$ cat config.mk
export PLATFORM = sky130hd
export DESIGN_NAME = mua_serial_to_parallel
export DESIGN_NICKNAME = d
export VERILOG_FILES = /design/src/rtl/mua_pkg.sv /design/src/rtl/mua_ch_seq_check.sv /design/src/rtl/mua_serial_to_parallel.sv
export SDC_FILE = /design/constraint.sdc
export NUM_CORES = 1
export LEC_CHECK = 0
export ABC_AREA = 1
export CAP_MARGIN = 10
export CORE_MARGIN = 2
export CORE_UTILIZATION = 30
export CTS_CLUSTER_DIAMETER = 200
export CTS_CLUSTER_SIZE = 10
export DETAILED_ROUTE_END_ITERATION = 10
export PLACE_DENSITY_LB_ADDON = 0.12
export SLEW_MARGIN = 20
export SYNTH_ARGS = -nofsm -noshare
export SYNTH_HDL_FRONTEND = slang
export SYNTH_SLANG_ARGS = --single-unit
export TNS_END_PERCENT = 30
$ cat constraint.sdc
create_clock -name bus_clk -period 2.8 [get_ports bus_clk]
set_input_delay 0.56 -clock bus_clk [delete_from_list [all_inputs] [get_ports bus_clk]]
set_output_delay 0.56 -clock bus_clk [all_outputs]
set_load 0.05 [all_outputs]
$ cat src/rtl/mua_pkg.sv
// Shared constants and sample/channel types for the MUA serial-to-parallel packer.
package mua_pkg;
  localparam int NUM_CH = 160;
  localparam int LANES  = 5;
  localparam int DW     = 32;
  localparam int CW     = 12;
  localparam int LANE_W = $clog2(LANES);

  typedef logic [DW-1:0] mua_sample_t;
  typedef logic [CW-1:0] mua_ch_t;
endpackage

$ cat src/rtl/mua_ch_seq_check.sv
// Channel-sequence tracker: flags out-of-order beats and resynchronises on the next
// lane-0 channel, suppressing further error pulses while it waits.
module mua_ch_seq_check
  import mua_pkg::*;
(
  input  logic    i_clk,
  input  logic    i_rst_n,
  input  logic    i_accept,
  input  mua_ch_t i_ch,
  output logic    o_beat_ok,
  output logic    o_restart,
  output logic    o_seq_err
);
  mua_ch_t r_expected_ch;
  logic    r_dropping;
  logic    r_seq_err;
  logic    w_match;
  logic    w_lane0;

  assign w_match   = !r_dropping && (i_ch == r_expected_ch);
  assign w_lane0   = (i_ch % CW'(LANES)) == '0;
  assign o_beat_ok = w_match;
  assign o_restart = !w_match && w_lane0;
  assign o_seq_err = r_seq_err;

  always_ff @(posedge i_clk) begin
    if (!i_rst_n) begin
      r_expected_ch <= '0;
      r_dropping    <= 1'b0;
      r_seq_err     <= 1'b0;
    end else begin
      // Only the first bad beat of a run reports; later drops are silent.
      r_seq_err <= i_accept && !w_match && !r_dropping;
      if (i_accept) begin
        if (w_match) begin
          r_expected_ch <= (r_expected_ch == CW'(NUM_CH - 1)) ? '0 : r_expected_ch + CW'(1);
        end else begin
          r_expected_ch <= i_ch + CW'(1);
          r_dropping    <= !w_lane0;
        end
      end
    end
  end
endmodule

$ cat src/rtl/mua_serial_to_parallel.sv
// Packs serial (sample, channel) beats into LANES-wide comb words and counts frames.
// Optional channel-sequence checking/resync is enabled by defining MUA_CH_CHECK_EN.
module mua_serial_to_parallel
  import mua_pkg::*;
(
  input  logic                bus_clk,
  input  logic                xike_reset_n,
  input  logic                s_valid,
  output logic                s_ready,
  input  mua_sample_t         s_data,
  input  mua_ch_t             s_ch,
  output logic                m_comb_valid,
  input  logic                m_comb_ready,
  output logic [LANES*DW-1:0] m_comb_data,
  output logic [LANES*CW-1:0] m_comb_ch,
  output logic [31:0]         frame_No,
  output logic                seq_err
);
  localparam logic [LANE_W-1:0] LAST_LANE = LANE_W'(LANES - 1);

  logic [LANE_W-1:0]   r_lane_cnt;
  mua_sample_t         r_acc_data [LANES-1];
  mua_ch_t             r_acc_ch   [LANES-1];
  logic [LANES*DW-1:0] r_out_data;
  logic [LANES*CW-1:0] r_out_ch;
  logic                r_out_valid;
  logic [31:0]         r_frame_no;

  logic                w_accept;
  logic                w_last_lane;
  logic                w_closing;
  logic                w_acc_load;
  logic                w_beat_ok;
  logic                w_restart;
  logic                w_seq_err;
  logic [LANE_W-1:0]   w_lane;
  logic [LANES-2:0]    w_acc_we;
  logic [LANES*DW-1:0] w_word_data;
  logic [LANES*CW-1:0] w_word_ch;

`ifdef MUA_CH_CHECK_EN
  mua_ch_seq_check u_seq_check (
    .i_clk     (bus_clk),
    .i_rst_n   (xike_reset_n),
    .i_accept  (w_accept),
    .i_ch      (s_ch),
    .o_beat_ok (w_beat_ok),
    .o_restart (w_restart),
    .o_seq_err (w_seq_err)
  );
`else
  assign w_beat_ok = 1'b1;
  assign w_restart = 1'b0;
  assign w_seq_err = 1'b0;
`endif

  // Only the group-closing beat needs a free output register.
  assign w_last_lane = (r_lane_cnt == LAST_LANE);
  assign s_ready     = !w_last_lane || !r_out_valid || m_comb_ready;
  assign w_accept    = s_valid && s_ready;
  assign w_closing   = w_accept && w_beat_ok && w_last_lane;
  assign w_lane      = w_restart ? '0 : r_lane_cnt;
  assign w_acc_load  = w_accept && (w_restart || (w_beat_ok && !w_last_lane));

  genvar gi;
  generate
    for (gi = 0; gi < LANES - 1; gi++) begin : g_acc_lane
      assign w_acc_we[gi]               = w_acc_load && (w_lane == LANE_W'(gi));
      assign w_word_data[gi*DW +: DW]   = r_acc_data[gi];
      assign w_word_ch[gi*CW +: CW]     = r_acc_ch[gi];
    end
  endgenerate
  assign w_word_data[(LANES-1)*DW +: DW] = s_data;
  assign w_word_ch[(LANES-1)*CW +: CW]   = s_ch;

  always_ff @(posedge bus_clk) begin
    if (!xike_reset_n) begin
      r_lane_cnt <= '0;
      for (int k = 0; k < LANES - 1; k++) begin
        r_acc_data[k] <= '0;
        r_acc_ch[k]   <= '0;
      end
    end else begin
      if (w_accept) begin
        if (w_closing)      r_lane_cnt <= '0;
        else if (w_beat_ok) r_lane_cnt <= r_lane_cnt + LANE_W'(1);
        else if (w_restart) r_lane_cnt <= LANE_W'(1);
        else                r_lane_cnt <= '0;
      end
      for (int k = 0; k < LANES - 1; k++) begin
        if (w_acc_we[k]) begin
          r_acc_data[k] <= s_data;
          r_acc_ch[k]   <= s_ch;
        end
      end
    end
  end

  always_ff @(posedge bus_clk) begin
    if (!xike_reset_n) begin
      r_out_valid <= 1'b0;
      r_out_data  <= '0;
      r_out_ch    <= '0;
      r_frame_no  <= '0;
    end else begin
      if (w_closing) begin
        r_out_valid <= 1'b1;
        r_out_data  <= w_word_data;
        r_out_ch    <= w_word_ch;
      end else if (m_comb_ready) begin
        r_out_valid <= 1'b0;
      end
      if (w_closing && (s_ch == CW'(NUM_CH - 1))) begin
        r_frame_no <= r_frame_no + 32'd1;
      end
    end
  end

  assign m_comb_valid = r_out_valid;
  assign m_comb_data  = r_out_data;
  assign m_comb_ch    = r_out_ch;
  assign frame_No     = r_frame_no;
  assign seq_err      = w_seq_err;
endmodule

==> flow_metrics.tcl <==
set metrics [dict create \
    status "finished, final reports clean" \
    grtUsageTotal_pct 18.58 \
    pwr-share-clk_pct 44.5 \
    critPathKind "reg -> out" \
    drtIter0Drc 794 \
    fin_cells 2699 \
    critPathMaxStageDelay_ns 0.86 \
    port_buffers 301 \
    root_buffer "clkbuf_16" \
    cp.buffers_inverters 1 \
    worst_ep_arrival_time_ns 1.93 \
    die-area_sq_mm 0.05445 \
    grt_overflow 0 \
    timing.fmax_ghz 0.4022 \
    worst_slew_pin_slew_ns 0.6524 \
    drt.antenna.violating_nets 0 \
    hold_depth 2 \
    powerDensity_mw_per_mm2 626.9 \
    cts_resized 0 \
    rsz0062_at_grt "no" \
    clkLatencyLatePin_ns 0.58 \
    cts_made_buffers 49 \
    vias_per_cell 4.615 \
    cts.clk_slew.worst_paths_ns 0.05 \
    relSlewSlack_pct 56.37 \
    report.power.total_mw 13.24 \
    worstHoldPathType "reg -> reg" \
    p_switching_mw 3.018 \
    seq_area_sq_mm 0.01041 \
    die_x_um 233.3 \
    critPathRequiredTime_ns 2.24 \
    power.share.combinational_pct 4.3 \
    finalMaxSlewViolations 0 \
    p_seq_share_pct 51.2 \
    crit_family "buffers and inverters" \
    syn_to_final_growth_pct 33.85 \
    hold_viol 0 \
    synth_nets 1739 \
    drt_wl_total_mm 51.36 \
    initial_core_util_pct 30.21 \
    yosysTopAreaCellShare_pct 33.49 \
    die_y_um 233.3 \
    cts_max_level 2 \
    antenna_found_initial 0 \
    wire_per_inst_um 19.03 \
    clock_sinks 432 \
    rr_worst_depth 11 \
    synth.largest_area_cell "edfxtp_1" \
    first_global_vias 11906 \
    route.detailed.drc 0 \
    pin_count 303 \
    startpoint_type "flop" \
    synthCells 1685 \
    n_fill_cell 5212 \
    cts_tree "yes" \
    yosysSeqAreaShare_pct 65.97 \
    multiInputGateArea_sq_mm 0.004582 \
    cap_viol_max_count 0 \
    vdd_ir_drop_max_mv 0.4048 \
    setup_viol 0 \
    switching_share_pct 22.79 \
    period_minus_slack_ns 2.486 \
    crit_chain "clkdlybuf4s50_1" \
    cts_max_path_buffers 3 \
    leakage_nw 7.557 \
    via_count 12455 \
    synth_area_leaders "edfxtp_1, dfxtp_1, nand2_1" \
    gp_congestion 0.8361 \
    drive_above_1_share_pct 5.721 \
    hpwl_mm 33.73 \
    grt_pass1_wl_mm 75.56 \
    grt_max_degree 113 \
    path_max_fanout 7 \
    cts_hold_buf 0 \
    yosysUniqueCellTypes 32 \
    fin_crit_sh_pct 88.79 \
    path_depth 1 \
    synth_area_sq_mm 0.01578 \
    hold_ws_ns 0.4623 \
    endpoint_kind "output pin" \
    ys_ff_latch 432 \
    ys_warn_count 0 \
    slowest_stage "clkdlybuf4s50_1" \
    fin_nets 2028 \
    core_sq_mm 0.05224 \
    cts_setup_buffers 0 \
    drt-pass1-iter-count 5 \
    tns_ns 0 \
    dp.cells 2611 \
    internal_power_mw 10.22 \
    row_count 84 \
    finClkSkew_ns 0.01692 \
    avgSynthCellArea_sq_um 9.365 \
]
## layout make-up
type	instances	area share, %
Clock inverter	3	0.2133
Sequential cell	432	49.29
Tap cell	688	4.076
Inverter	95	1.748
Antenna cell	1	0.01185
Clock buffer	84	6.528
Multi-Input combinational cell	1058	21.69
Timing Repair Buffer	338	16.44
## power by group through the flow
stage | registers [mW] | clock network, mW | logic [mW]
floorplan | 6.95 | 0 | 0.227
global placement | 6.91 | 0 | 0.574
detailed placement | 6.92 | 0 | 0.579
CTS | 6.78 | 6.05 | 0.581
global route | 6.80 | 6.30 | 0.611
finish | 6.78 | 5.89 | 0.564
## cells by family (layout without fill, tap and decap cells)
group                    after synthesis  after routing  share of synthesized area, %
AND/OR/NAND/NOR                      758            758                         19.00
flip-flops                           432            432                         65.97
AO/OA/AOI/OAI                        289            289                         9.190
buffers and inverters                195            520                         5.122
adder cells (fa/ha/maj)                6              6                        0.4757
XOR/XNOR                               4              4                        0.2221
other                                  1              2                       0.02376
## stage by stage
stage	utilization, %	setup slack, ns	area [sq um]
2_1_floorplan	-	0.4563	15780
3_3_place_gp	37.70	0.002583	19700
3_5_place_dp	37.70	0.02991	19700
4_1_cts	40.43	0.2671	21120
5_1_grt	40.43	0.2208	21120
6_report	40.44	0.3139	21120
## state kept, by name (all words and copies together) (netlist names)
signal and flops:
m_comb_data 160, frame_No 32, r_acc_ch 48, r_lane_cnt 3, m_comb_ch 60, r_acc_data 128, m_comb_valid 1
## final timing paths
kind / to / start / slack [ns]
worst max-delay path: frame_No[17] / frame_No[17]$_SDFFE_PN0P_ / 0.31
worst max register to register: frame_No[4]$_SDFFE_PN0P_ / r_lane_cnt[0]$_SDFFE_PN0N_ / 0.76
worst min register to register: m_comb_data[9]$_SDFFE_PN0P_ / m_comb_data[9]$_SDFFE_PN0P_ / 0.46
worst min-delay path: m_comb_data[9]$_SDFFE_PN0P_ / m_comb_data[9]$_SDFFE_PN0P_ / 0.46
## placed cells by master, fill, tap and decap left out, drive strengths merged
cell	count
nand2	456
clkdlybuf4s50	299
dfxtp	256
nor2	238
a21oi	235
edfxtp	176
inv	96
clkbuf	84
o21ai	52
buf	39
nand3	37
nand4	17
nor3	7
ha	6
xnor2	2
xor2	2
clkinv	2
diode	1
and2	1
a31oi	1
o21bai	1
and3	1
or2	1
conb	1
## routing by layer
| metal | vias to the layer above | track usage, % | routed length, um |
|---|---|---|---|
| met2 | 282 | 29.45 | 23540 |
| met1 | 6031 | 26.10 | 24310 |
| li1 | 6081 | - | - |
| met3 | 61 | 3.125 | 2568 |
| met4 | 0 | 5.076 | 939 |
| met5 | - | 0 | 0 |
## synthesized netlist by cell type (all sizes together)
library cell / count
nand4: 17
or2: 1
nand2: 456
dfxtp: 256
and2: 1
o21ai: 52
edfxtp: 176
conb: 1
inv: 94
clkbuf: 50
a21oi: 235
and3: 1
nor2: 238
clkinv: 1
nand3: 37
buf: 50
o21bai: 1
nor3: 7
ha: 6
xnor2: 2
xor2: 2
a31oi: 1
No activity file was read; power rests on OpenSTA's default activity.
